==> config.mk <==
export PLATFORM = sky130hd
export DESIGN_NAME = imem_load_ctrl_flat
export DESIGN_NICKNAME = d
export VERILOG_FILES = /design/src/rtl/imem_load_ctrl_if.sv /design/src/rtl/imem_load_ctrl.sv /design/src/flat_wrapper.sv
export SDC_FILE = /design/constraint.sdc
export NUM_CORES = 1
export LEC_CHECK = 0
export BUFFER_PORTS_ARGS = -buffer_cell sky130_fd_sc_hd__buf_4
export CAP_MARGIN = 20
export CORE_AREA = 4 4 127 105
export DETAILED_ROUTE_END_ITERATION = 8
export DIE_AREA = 0 0 131 109
export HOLD_SLACK_MARGIN = 0.12
export PLACE_DENSITY = 0.77
export SYNTH_ARGS = -nofsm -noshare
export SYNTH_HDL_FRONTEND = slang
export SYNTH_SLANG_ARGS = --single-unit
==> constraint.sdc <==
create_clock -name clk -period 2.9 [get_ports clk]
set_input_delay 0.29 -clock clk [delete_from_list [all_inputs] [get_ports clk]]
set_output_delay 0.29 -clock clk [all_outputs]
set_load 0.02 [all_outputs]
==> src/rtl/imem_load_ctrl_if.sv <==
// Bundles the loader's byte stream, control pulses, core fetch port and imem ports.
// The controller takes the master modport and its environment takes the slave modport.
interface imem_load_ctrl_if #(
    parameter int unsigned AW = 7
);
    logic          start;
    logic          abort;
    logic          in_valid;
    logic [7:0]    in_data;
    logic          in_ready;
    logic [31:0]   pc_a;
    logic [31:0]   fetch_rd;
    logic [31:0]   imem_a;
    logic [31:0]   imem_rd;
    logic          imem_we;
    logic [AW-1:0] imem_wa;
    logic [31:0]   imem_wd;
    logic          core_hold;
    logic          done;
    logic          err;

    modport master (
        input  start, abort, in_valid, in_data, pc_a, imem_rd,
        output in_ready, fetch_rd, imem_a, imem_we, imem_wa, imem_wd, core_hold, done, err
    );

    modport slave (
        output start, abort, in_valid, in_data, pc_a, imem_rd,
        input  in_ready, fetch_rd, imem_a, imem_we, imem_wa, imem_wd, core_hold, done, err
    );
endinterface

==> src/rtl/imem_load_ctrl.sv <==
// Loads a length-prefixed little-endian word image from a byte stream into imem while
// holding the core; the core fetches NOPs until the load finishes or is aborted.
module imem_load_ctrl #(
    parameter int unsigned DEPTH = 127,
    parameter int unsigned AW    = 7,
    parameter logic [31:0] NOP   = 32'h00000013
) (
    input logic              clk,
    input logic              reset,
    imem_load_ctrl_if.master bus
);
    typedef enum logic [2:0] {StIdle, StLenLo, StLenHi, StData, StFinish} state_e;

    state_e      state;
    logic [15:0] count;
    logic [15:0] word_idx;
    logic [1:0]  byte_idx;
    logic [23:0] word_buf;
    logic        xfer;

    assign xfer          = bus.in_valid & bus.in_ready;
    assign bus.in_ready  = (state == StLenLo) || (state == StLenHi) || (state == StData);
    assign bus.core_hold = (state != StIdle);
    assign bus.done      = (state == StFinish);
    assign bus.fetch_rd  = (state == StIdle) ? bus.imem_rd : NOP;
    assign bus.imem_a    = bus.pc_a;

    always_ff @(posedge clk or posedge reset) begin
        if (reset) begin
            state       <= StIdle;
            count       <= '0;
            word_idx    <= '0;
            byte_idx    <= '0;
            word_buf    <= '0;
            bus.imem_we <= 1'b0;
            bus.imem_wa <= '0;
            bus.imem_wd <= '0;
            bus.err     <= 1'b0;
        end else begin
            bus.imem_we <= 1'b0;
            // Abort wins over any byte offered in the same cycle.
            if (state != StIdle && bus.abort) begin
                state <= StIdle;
            end else begin
                unique case (state)
                    StIdle: begin
                        if (bus.start && !bus.abort) begin
                            state    <= StLenLo;
                            bus.err  <= 1'b0;
                            word_idx <= '0;
                            byte_idx <= '0;
                        end
                    end
                    StLenLo: begin
                        if (xfer) begin
                            count[7:0] <= bus.in_data;
                            state      <= StLenHi;
                        end
                    end
                    StLenHi: begin
                        if (xfer) begin
                            count[15:8] <= bus.in_data;
                            state <= ({bus.in_data, count[7:0]} == 16'd0) ? StFinish : StData;
                        end
                    end
                    StData: begin
                        if (xfer) begin
                            byte_idx <= byte_idx + 2'd1;
                            if (byte_idx != 2'd3) begin
                                word_buf[{byte_idx, 3'b000} +: 8] <= bus.in_data;
                            end else begin
                                // Words past the end of imem are dropped and flagged.
                                if (32'(word_idx) < DEPTH) begin
                                    bus.imem_we <= 1'b1;
                                    bus.imem_wa <= word_idx[AW-1:0];
                                    bus.imem_wd <= {bus.in_data, word_buf};
                                end else begin
                                    bus.err <= 1'b1;
                                end
                                word_idx <= word_idx + 16'd1;
                                if (word_idx == count - 16'd1) begin
                                    state <= StFinish;
                                end
                            end
                        end
                    end
                    StFinish: state <= StIdle;
                    default:  state <= StIdle;
                endcase
            end
        end
    end
endmodule

==> src/flat_wrapper.sv <==
// flat-port wrapper written by rule: the top's interface ports become plain ports
module imem_load_ctrl_flat 
#(
    parameter int unsigned DEPTH = 127,
    parameter int unsigned AW    = 7,
    parameter logic [31:0] NOP   = 32'h00000013
)
  (clk, reset, bus_start, bus_abort, bus_in_valid, bus_in_data, bus_pc_a, bus_imem_rd, bus_in_ready, bus_fetch_rd, bus_imem_a, bus_imem_we, bus_imem_wa, bus_imem_wd, bus_core_hold, bus_done, bus_err);
  imem_load_ctrl_if #(.AW(AW)) bus_i ();
  input logic clk;
  input logic reset;
  input wire logic [$bits(bus_i.start)-1:0] bus_start;
  input wire logic [$bits(bus_i.abort)-1:0] bus_abort;
  input wire logic [$bits(bus_i.in_valid)-1:0] bus_in_valid;
  input wire logic [$bits(bus_i.in_data)-1:0] bus_in_data;
  input wire logic [$bits(bus_i.pc_a)-1:0] bus_pc_a;
  input wire logic [$bits(bus_i.imem_rd)-1:0] bus_imem_rd;
  output wire logic [$bits(bus_i.in_ready)-1:0] bus_in_ready;
  output wire logic [$bits(bus_i.fetch_rd)-1:0] bus_fetch_rd;
  output wire logic [$bits(bus_i.imem_a)-1:0] bus_imem_a;
  output wire logic [$bits(bus_i.imem_we)-1:0] bus_imem_we;
  output wire logic [$bits(bus_i.imem_wa)-1:0] bus_imem_wa;
  output wire logic [$bits(bus_i.imem_wd)-1:0] bus_imem_wd;
  output wire logic [$bits(bus_i.core_hold)-1:0] bus_core_hold;
  output wire logic [$bits(bus_i.done)-1:0] bus_done;
  output wire logic [$bits(bus_i.err)-1:0] bus_err;
  assign bus_i.start = bus_start;
  assign bus_i.abort = bus_abort;
  assign bus_i.in_valid = bus_in_valid;
  assign bus_i.in_data = bus_in_data;
  assign bus_i.pc_a = bus_pc_a;
  assign bus_i.imem_rd = bus_imem_rd;
  assign bus_in_ready = bus_i.in_ready;
  assign bus_fetch_rd = bus_i.fetch_rd;
  assign bus_imem_a = bus_i.imem_a;
  assign bus_imem_we = bus_i.imem_we;
  assign bus_imem_wa = bus_i.imem_wa;
  assign bus_imem_wd = bus_i.imem_wd;
  assign bus_core_hold = bus_i.core_hold;
  assign bus_done = bus_i.done;
  assign bus_err = bus_i.err;
  imem_load_ctrl #(.DEPTH(DEPTH), .AW(AW), .NOP(NOP)) u_core (.clk(clk), .reset(reset), .bus(bus_i));
endmodule
==> results.py, run 1 <==
metrics = {
    "synth": {
        "yosys_warnings": 0,
        "synth_top_area_share_pct": 47.2,
        "synth_cell_types": 58,
        "ys_ff_latch": 102,
        "synth.most_common_cell": "dfrtp_1",
        "synth_edf_count": 0,
        "ys_async_sr_fraction_pct": 100,
        "synth.net_count": 614,
        "synth.area.top_cells": "dfrtp_1 47%, mux2_1 9.8%, nand2_1 4.6%",
        "syn-cell-area_um2": 5410,
        "netlist_top_cells_count": "102 x dfrtp_1, 66 x nand2_1, 47 x mux2_1",
        "ys_seq_area_share_pct": 47.2,
        "synth_top_area_cell": "dfrtp_1",
        "synthCells": 529,
        "syn_area_per_cell_um2": 10.2,
        "synth_ff_type": "dfrtp_1",
    },
    "placement": {
        "dp_hpwl_mm": 10.2,
        "gp_congestion": 0.911,
        "portBuffers": 120,
    },
    "floorplan": {
        "die_w_um": 131,
        "rows": 36,
        "die_h_um": 109,
        "initial_core_util_pct": 45.0,
        "ios": 185,
        "die_area_um2": 14300,
        "core_um2": 12000,
    },
    "sta": {
        "hold_viol": 0,
        "maxSlewHeadroom_pct": 41.3,
        "maxSlewViolCount": 0,
        "setup_viol": 0,
        "fin_crit_sh_pct": 92.5,
        "max_freq_ghz": 0.373,
        "setup_tns_ps": 0,
        "clock_skew_ps": 10.5,
        "period_needed_ps": 2680,
        "worst_pin_slew_ps": 878,
        "rsz0062_at_grt": "false",
    },
    "routing": {
        "vias_per_cell": 5.60,
        "drtAntennaViolNets": 0,
        "wl_mm": 13.7,
        "first_pass_iters": 5,
        "drt_iter0_markers": 324,
        "via_count": 4329,
        "wire_per_inst_um": 17.7,
        "top_layer_used": "met4",
        "met1_length_mm": 5.73,
        "met2_length_mm": 6.75,
        "drc": 0,
        "met3WireLength_um": 949,
    },
    "clock_network": {
        "post_cts.repair.setup_buffers": 0,
        "cts_inserted_buffers": 9,
        "postCtsHoldBufs": 0,
        "cts_resized": 0,
        "clkTransAtPathRegs_ps": 70,
        "h-tree-depth": 3,
        "cts_tree": "yes",
        "cts_root_buffer": "clkbuf_16",
        "clk_latency_ps": 350,
        "clockBufferDepth": 2,
        "cts_sinks": 102,
    },
    "setup_path": {
        "startpoint": "u_core.count[8]",
        "r2r-end": "u_core.state[0]",
        "cp_slowest_cell": "or4_4",
        "critPathMaxStageDelay_ps": 580,
        "critPathCapture": "u_core.state[0]",
        "cp-end-kind": "register",
        "cpMostUsedCell": "or4_4",
        "cp-start-kind": "register",
        "worstReg2RegStart": "u_core.count[8]",
        "critPathArrivalTime_ps": 2920,
        "critPathKind": "register to register",
        "cp_cell_sequence": "or4_4, or4_1, a211oi_2, o32ai_1, or4_4, o21a_1",
        "reg2regPathDepth": 6,
        "regToRegSetupSlack_ps": 220,
        "crit_fanout": 7,
        "cp.required_ps": 3140,
    },
    "grt": {
        "grt_pass1_wl_mm": 23.1,
        "overflow": 0,
        "grt_max_degree": 39,
        "antenna_found_initial": 0,
        "grt_pass1_vias": 4566,
        "grt_usage_pct": 20.5,
    },
    "final_layout": {
        "fin_nets": 701,
        "drive_gt1_share_pct": 26.4,
        "post-route-util_pct": 54.8,
        "area_delta_synth_final_pct": 21.7,
        "diodes": 0,
    },
    "outcome": {
        "status": "finished, final reports clean",
    },
    "power_and_ir_drop": {
        "clkPwrFrac_pct": 23.9,
        "p_seq_share_pct": 38.4,
        "cellInternalPower_mw": 3.05,
        "comb_power_share_pct": 37.8,
        "powerDensity_nw_per_um2": 756,
        "p_sw_mw": 1.93,
        "swShare_pct": 38.7,
        "leakage_nw": 3.20,
        "ir_drop_v": 0.000449,
    },
    "worst_hold_path": {
        "min_path_type": "primary input to asynchronous set/reset pin",
    },
    "run": {
        "cap_violations": 0,
    },
}
worst min-delay path by stage:
stage | start | endpoint | depth (start not counted)
4_1_cts | reset | u_core.word_buf[2] | 2
6_report | reset | u_core.word_buf[5] | 2
3_5_place_dp | u_core.word_buf[16] | u_core.word_buf[16] | 2
5_1_grt | reset | u_core.word_buf[5] | 2
2_1_floorplan | bus_in_data[0] | u_core.count[0] | 1
3_3_place_gp | u_core.word_buf[10] | u_core.word_buf[10] | 2
registers in the layout, indices dropped and copies added, names as in the netlist:
name and flops:
u_core.word_buf 24, u_core.count 16, u_core.bus.imem_wd 32, u_core.byte_idx 2, u_core.bus.imem_wa 7, u_core.state 3, u_core.bus.err 1, u_core.bus.imem_we 1
u_core.word_idx 16
layout by cell type, fill, tap and decap left out, drive strengths merged, types with 5 or more instances in the layout:
| cell type | instances |
|---|---|
| nor4 | 9 |
| ha | 8 |
| dfrtp | 102 |
| nor3b | 5 |
| nor2 | 31 |
| nand3 | 6 |
| and2 | 30 |
| inv | 17 |
| buf | 130 |
| and3 | 8 |
| mux2 | 55 |
| nor3 | 6 |
| nand4 | 12 |
| o21ai | 34 |
| nor2b | 5 |
| xnor2 | 13 |
| clkbuf | 9 |
| xor2 | 15 |
| nand2 | 66 |
kinds of logic after synthesis:
logic type      share of synthesized area, %
xor+xnor                                4.97
compound gates                          7.37
buf+inv                                 7.00
flops                                   47.2
fa+ha+maj                               1.85
simple gates                            20.0
mux                                     11.6
power by group through the flow:
stage	combinational, mW	clock (mW)	sequential (mW)
2_1_floorplan	1.37	0	1.81
3_3_place_gp	1.80	0	1.91
3_5_place_dp	1.87	0	1.93
4_1_cts	1.88	1.21	1.90
5_1_grt	2.08	1.27	1.95
6_report	1.88	1.19	1.91
metal layers:
layer / track usage, % / vias to the layer above
met2: 34.0 / 169
met5: 0 / -
li1: - / 1981
met3: 5.19 / 38
met4: 6.46 / 0
met1: 26.4 / 2141
per-stage QoR:
stage | cell area (um2) | worst slack (ps) | std cells | hold WS [ps] | total power, mW
after floorplan | 5420 | 398 | 529 | 422 | 3.18
after global placement | 6300 | 287 | 757 | 458 | 3.72
after detailed placement | 6300 | 261 | 757 | 467 | 3.80
after CTS | 6590 | 240 | 773 | 133 | 5.00
after global routing | 6590 | 5.52 | 773 | 176 | 5.30
final | 6590 | 218 | 773 | 119 | 4.98
layout make-up:
cell class              instances  area (um2)
fillers                      1026        5440
repair buffers                130        1010
flip-flops and latches        102        2550
multi-input cells             360        2490
inverters                      13        52.6
clock inverters                 7        62.6
well taps                     152         190
clock buffers                   9         225
worst max-delay path: cells and delay by family, from the launching register on:
kind / cells / cell delay [ps]
AND/OR/NAND/NOR: 3 / 1570
flip-flops: 1 / 450
AO/OA/AOI/OAI: 3 / 560
(Power assumes the default switching activity.)
==> run 2: changes to the inputs <==
- CORE_AREA: 4 4 127 105 -> 4 4 125 103
- CTS_BUF_LIST: not set -> sky130_fd_sc_hd__clkbuf_4 sky130_fd_sc_hd__clkbuf_8
- DIE_AREA: 0 0 131 109 -> 0 0 129 107
- PLACE_DENSITY: 0.77 -> not set
- PLACE_DENSITY_LB_ADDON: not set -> 0.15
==> results.py, run 2 (synthesis gave the netlist of run 1 again) <==
metrics = {
    "setup_path": {
        "regToRegSetupSlack_ps": 230,
        "crit_buf_inv": 0,
        "cp_cell_sequence": "or4_4, or4_1, a211oi_2, o32ai_1, or4_4, o21a_1",
        "cpMostUsedCell": "or4_4",
        "critPathKind": "register to register",
        "crit_fanout": 7,
        "cp.required_ps": 3160,
        "cp-end-kind": "register",
        "critPathArrivalTime_ps": 2930,
        "critPathMaxStageDelay_ps": 580,
        "cp_slowest_cell": "or4_4",
        "crit_family": "simple AND/OR/NAND/NOR gates",
        "cp-start-kind": "register",
    },
    "floorplan": {
        "die_w_um": 129,
        "initial_core_util_pct": 47.2,
        "core_um2": 11500,
        "die_h_um": 107,
        "die_area_um2": 13800,
        "rows": 35,
        "ios": 185,
    },
    "sta": {
        "clock_skew_ps": 6.28,
        "maxSlewHeadroom_pct": 42.3,
        "setup_viol": 0,
        "whs_ps": 214,
        "max_freq_ghz": 0.374,
        "fin_crit_sh_pct": 92.1,
        "worst_pin_slew_ps": 864,
        "fin_ws_ps": 229,
        "maxSlewViolCount": 0,
        "setup_tns_ps": 0,
        "period_needed_ps": 2670,
        "rsz0062_at_grt": "false",
        "hold_viol": 0,
    },
    "clock_network": {
        "post_cts.repair.setup_buffers": 0,
        "clockBufferDepth": 2,
        "clkTransAtPathRegs_ps": 90,
        "cts_root_buffer": "clkbuf_8",
        "h-tree-depth": 3,
        "cts_tree": "yes",
        "clk_latency_ps": 370,
        "cts_inserted_buffers": 9,
        "cts_sinks": 102,
    },
    "worst_hold_path": {
        "min_path_type": "primary input to register",
    },
    "final_layout": {
        "top_register": "u_core.bus.imem_wd",
        "layout_commonest_cell": "buf_4",
        "diodes": 0,
        "area_delta_synth_final_pct": 19.6,
        "reg.largest.list": "u_core.bus.imem_wd x32, u_core.word_buf x24",
        "drive_gt1_share_pct": 26.0,
        "fin_area_um2": 6480,
        "layout_common_cells": "126 x buf_4, 102 x dfrtp_1, 66 x nand2_1",
        "fin_nets": 700,
        "largest_reg_flops": 32,
    },
    "routing": {
        "wire_per_inst_um": 16.7,
        "vias_per_cell": 5.37,
        "via_count": 4118,
        "drc": 0,
        "drt_iter0_markers": 335,
        "first_pass_iters": 4,
        "drtAntennaViolNets": 0,
        "wl_mm": 12.8,
    },
    "grt": {
        "grt_pass1_vias": 4045,
        "grt_pass1_wl_mm": 20.9,
        "overflow": 0,
        "antenna_found_initial": 0,
        "grt_usage_pct": 18.9,
        "grt_max_degree": 73,
    },
    "placement": {
        "portBuffers": 120,
        "placedInstanceArea_um2": 6270,
        "dp_hpwl_mm": 9.64,
        "pre_cts_ws_ps": 241,
        "gp_congestion": 0.879,
    },
    "power_and_ir_drop": {
        "powerDensity_nw_per_um2": 722,
        "finalPower_mw": 4.67,
        "ir_drop_v": 0.000397,
        "leakage_nw": 3.14,
    },
    "outcome": {
        "status": "finished, final reports clean",
    },
    "run": {
        "cap_violations": 0,
    },
}
[run 2: cell count changes in the layout (fill, tap and decap cells not counted)]
cell           previous run  this run
buf_12                    3         2
inv_8                     2         0
bufinv_16                 0         1
clkbuf_8                  0        10
buf_4                   127       126
clkinvlp_4                1         3
dlygate4sd3_1             0         1
clkinv_4                  1         0
clkbuf_16                 9         0
clkbuf_4                  0         2
clkinv_2                  1         0
inv_6                     3         0
[run 2: final timing paths]
| path | from | end | cells after the start |
|---|---|---|---|
| min reg2reg | u_core.word_buf[14] | u_core.word_buf[14] | 2 |
| min in group asynchronous | reset | u_core.bus.imem_wd[8] | 3 |
| min | bus_in_data[4] | u_core.word_buf[12] | 3 |
| max | u_core.count[8] | u_core.state[0] | 6 |
| max reg2reg | u_core.count[8] | u_core.state[0] | 6 |
| max in group asynchronous | reset | u_core.word_idx[15] | 4 |
[run 2: cell type report]
type | instances | area [um2]
Clock buffer | 12 | 153
Inverter | 13 | 52.6
Clock inverter | 3 | 45.0
Sequential cell | 102 | 2550
Tap cell | 148 | 185
Multi-Input combinational cell | 360 | 2490
Fill cell | 1029 | 5000
Timing Repair Buffer | 129 | 996
[run 2: timing repair]
item / CTS / global route
gates resized for setup: 0 / 0
hold buffers: 1 / 0
hold endpoints to repair: 30 / 0
[run 2: worst reg2reg max path, stage by stage, from the launching register on]
cell	delay, ps
dfrtp_1	450
or4_4	580
or4_1	430
a211oi_2	240
o32ai_1	120
or4_4	560
o21a_1	190
[run 2: per-stage QoR]
step | util [%] | instances
2_1_floorplan | - | 529
3_3_place_gp | 54.6 | 751
3_5_place_dp | 54.6 | 751
4_1_cts | 56.4 | 767
5_1_grt | 56.4 | 767
6_report | 56.4 | 767
[run 2: report_power, final]
group          total, mW  internal (mW)  leakage, nW  switching (mW)
combinational       1.86          0.833         1.66            1.02
clock              0.918          0.438       0.0955           0.480
sequential          1.90           1.61         1.38           0.284
[run 2: per-layer routing]
| metal | routed length (um) | track usage [%] | up-vias | part of all wire, % |
|---|---|---|---|---|
| li1 | - | - | 1977 | - |
| met1 | 6220 | 27.7 | 2004 | 49 |
| met2 | 5770 | 28.6 | 115 | 45 |
| met3 | 692 | 4.58 | 22 | 5.4 |
| met4 | 119 | 3.37 | 0 | 0.93 |
| met5 | 0 | 0 | - | 0 |
==> run 3: changes to the inputs <==
- CORE_AREA: 4 4 125 103 -> 4 4 129 100
- DIE_AREA: 0 0 129 107 -> 0 0 133 104
==> results.py, run 3 (synthesis gave the netlist of run 1 again) <==
metrics = {
    "routing": {
        "drt_iter0_markers": 216,
        "first_pass_iters": 4,
        "vias_per_cell": 5.32,
        "wl_mm": 13.4,
        "drtAntennaViolNets": 0,
        "via_count": 4179,
        "wire_per_inst_um": 17.1,
        "drc": 0,
    },
    "setup_path": {
        "critPathKind": "register to register",
        "cp.required_ps": 3170,
        "cp-end-kind": "register",
        "cp-start-kind": "register",
        "cp_slowest_cell": "or4_4",
        "critPathMaxStageDelay_ps": 580,
        "critPathArrivalTime_ps": 2950,
        "crit_fanout": 7,
        "cpMostUsedCell": "or4_4",
        "cp_cell_sequence": "or4_4, or4_1, a211oi_2, o32ai_1, or4_4, o21a_1",
    },
    "sta": {
        "clock_skew_ps": 7.85,
        "maxSlewViolCount": 0,
        "whs_ps": 226,
        "max_freq_ghz": 0.373,
        "maxSlewHeadroom_pct": 41.4,
        "worst_pin_slew_ps": 878,
        "setup_tns_ps": 0,
        "rsz0062_at_grt": "false",
        "fin_crit_sh_pct": 92.4,
        "period_needed_ps": 2680,
        "setup_viol": 0,
        "hold_viol": 0,
    },
    "power_and_ir_drop": {
        "ir_drop_v": 0.000452,
        "leakage_nw": 3.15,
        "finalPower_mw": 4.69,
        "powerDensity_nw_per_um2": 721,
    },
    "grt": {
        "grt_pass1_wl_mm": 22.3,
        "grt_usage_pct": 19.6,
        "overflow": 0,
        "grt_pass1_vias": 4213,
        "antenna_found_initial": 0,
        "grt_max_degree": 61,
    },
    "final_layout": {
        "fin_nets": 703,
        "fillCellCount": 1028,
        "largest_reg_flops": 32,
        "area_delta_synth_final_pct": 20.2,
        "reg.largest.list": "u_core.bus.imem_wd x32, u_core.word_buf x24",
        "layout_common_cells": "130 x buf_4, 102 x dfrtp_1, 66 x nand2_1",
        "top_register": "u_core.bus.imem_wd",
        "diodes": 0,
        "layout_commonest_cell": "buf_4",
        "drive_gt1_share_pct": 26.5,
    },
    "floorplan": {
        "initial_core_util_pct": 47.0,
        "die_h_um": 104,
        "rows": 34,
        "die_w_um": 133,
        "die_area_um2": 13800,
        "core_um2": 11500,
        "ios": 185,
    },
    "run": {
        "cap_violations": 0,
    },
    "clock_network": {
        "clk_latency_ps": 370,
        "clkTransAtPathRegs_ps": 100,
        "cts_tree": "yes",
        "cts_root_buffer": "clkbuf_8",
        "cts_inserted_buffers": 9,
        "cts_sinks": 102,
        "h-tree-depth": 3,
        "post_cts.repair.setup_buffers": 0,
        "clockBufferDepth": 2,
    },
    "placement": {
        "gp_congestion": 0.917,
        "dp_hpwl_mm": 10.1,
        "portBuffers": 120,
    },
    "outcome": {
        "status": "finished, final reports clean",
    },
    "worst_hold_path": {
        "min_path_type": "primary input to register",
    },
}
run 3: cell types whose count changed in the layout (fill, tap and decap cells not counted), sizes merged:
| cell | before | now |
|---|---|---|
| buf | 128 | 131 |
| clkbuf | 12 | 10 |
| clkinv | 0 | 2 |
| inv | 12 | 13 |
run 3: final timing paths:
check                                     from                     end  slack, ps  cells past startpoint
setup / recovery               u_core.count[8]         u_core.state[0]        220                      6
hold / removal                  bus_in_data[1]     u_core.word_buf[17]        230                      3
setup reg to reg               u_core.count[8]         u_core.state[0]        220                      6
hold reg to reg            u_core.word_buf[16]     u_core.word_buf[16]        490                      2
max in group asynchronous                reset  u_core.bus.imem_wd[16]       1660                      4
min in group asynchronous                reset      u_core.word_buf[2]        640                      4
run 3: worst max-delay path, delay by kind of cell (launching register included):
family | cells | cell delay (ps)
AND/OR/NAND/NOR | 3 | 1560
AO/OA/AOI/OAI | 3 | 560
flip-flops | 1 | 470
run 3: area by class of cell:
cell class	count	area, um2	share of cell area, %
well taps	162	203	3.11
flip-flops and latches	102	2550	39.2
inverters	13	52.6	0.807
multi-input cells	360	2490	38.3
repair buffers	132	1010	15.5
clock buffers	10	131	2.02
clock inverters	6	71.3	1.10
run 3: what timing repair did:
| item | CTS | global route |
|---|---|---|
| resized for setup | 0 | 1 |
| endpoints found under the setup margin | 0 | 1 |
| hold endpoints to repair | 42 | 0 |
| hold buffers | 1 | 0 |
run 3: power breakdown:
part           internal, mW  switching (mW)
Clock                 0.415           0.510
Sequential             1.61           0.277
Combinational         0.838            1.04
Total                  2.87            1.83
run 3: metal layers:
layer	routed length, um	track usage [%]	vias up
li1	-	-	1976
met1	6080	27.4	2036
met2	6160	30.4	146
met3	958	5.17	21
met4	221	5.04	0
met5	0	0	-
run 3: metrics by stage:
step / utilization [%] / setup WS (ps) / instance area (um2) / cells
2_1_floorplan: - / 398 / 5420 / 529
3_3_place_gp: 54.6 / 283 / 6300 / 768
3_5_place_dp: 54.6 / 250 / 6300 / 768
4_1_cts: 56.5 / 228 / 6510 / 785
5_1_grt: 56.5 / 81.5 / 6510 / 785
6_report: 56.5 / 221 / 6510 / 785
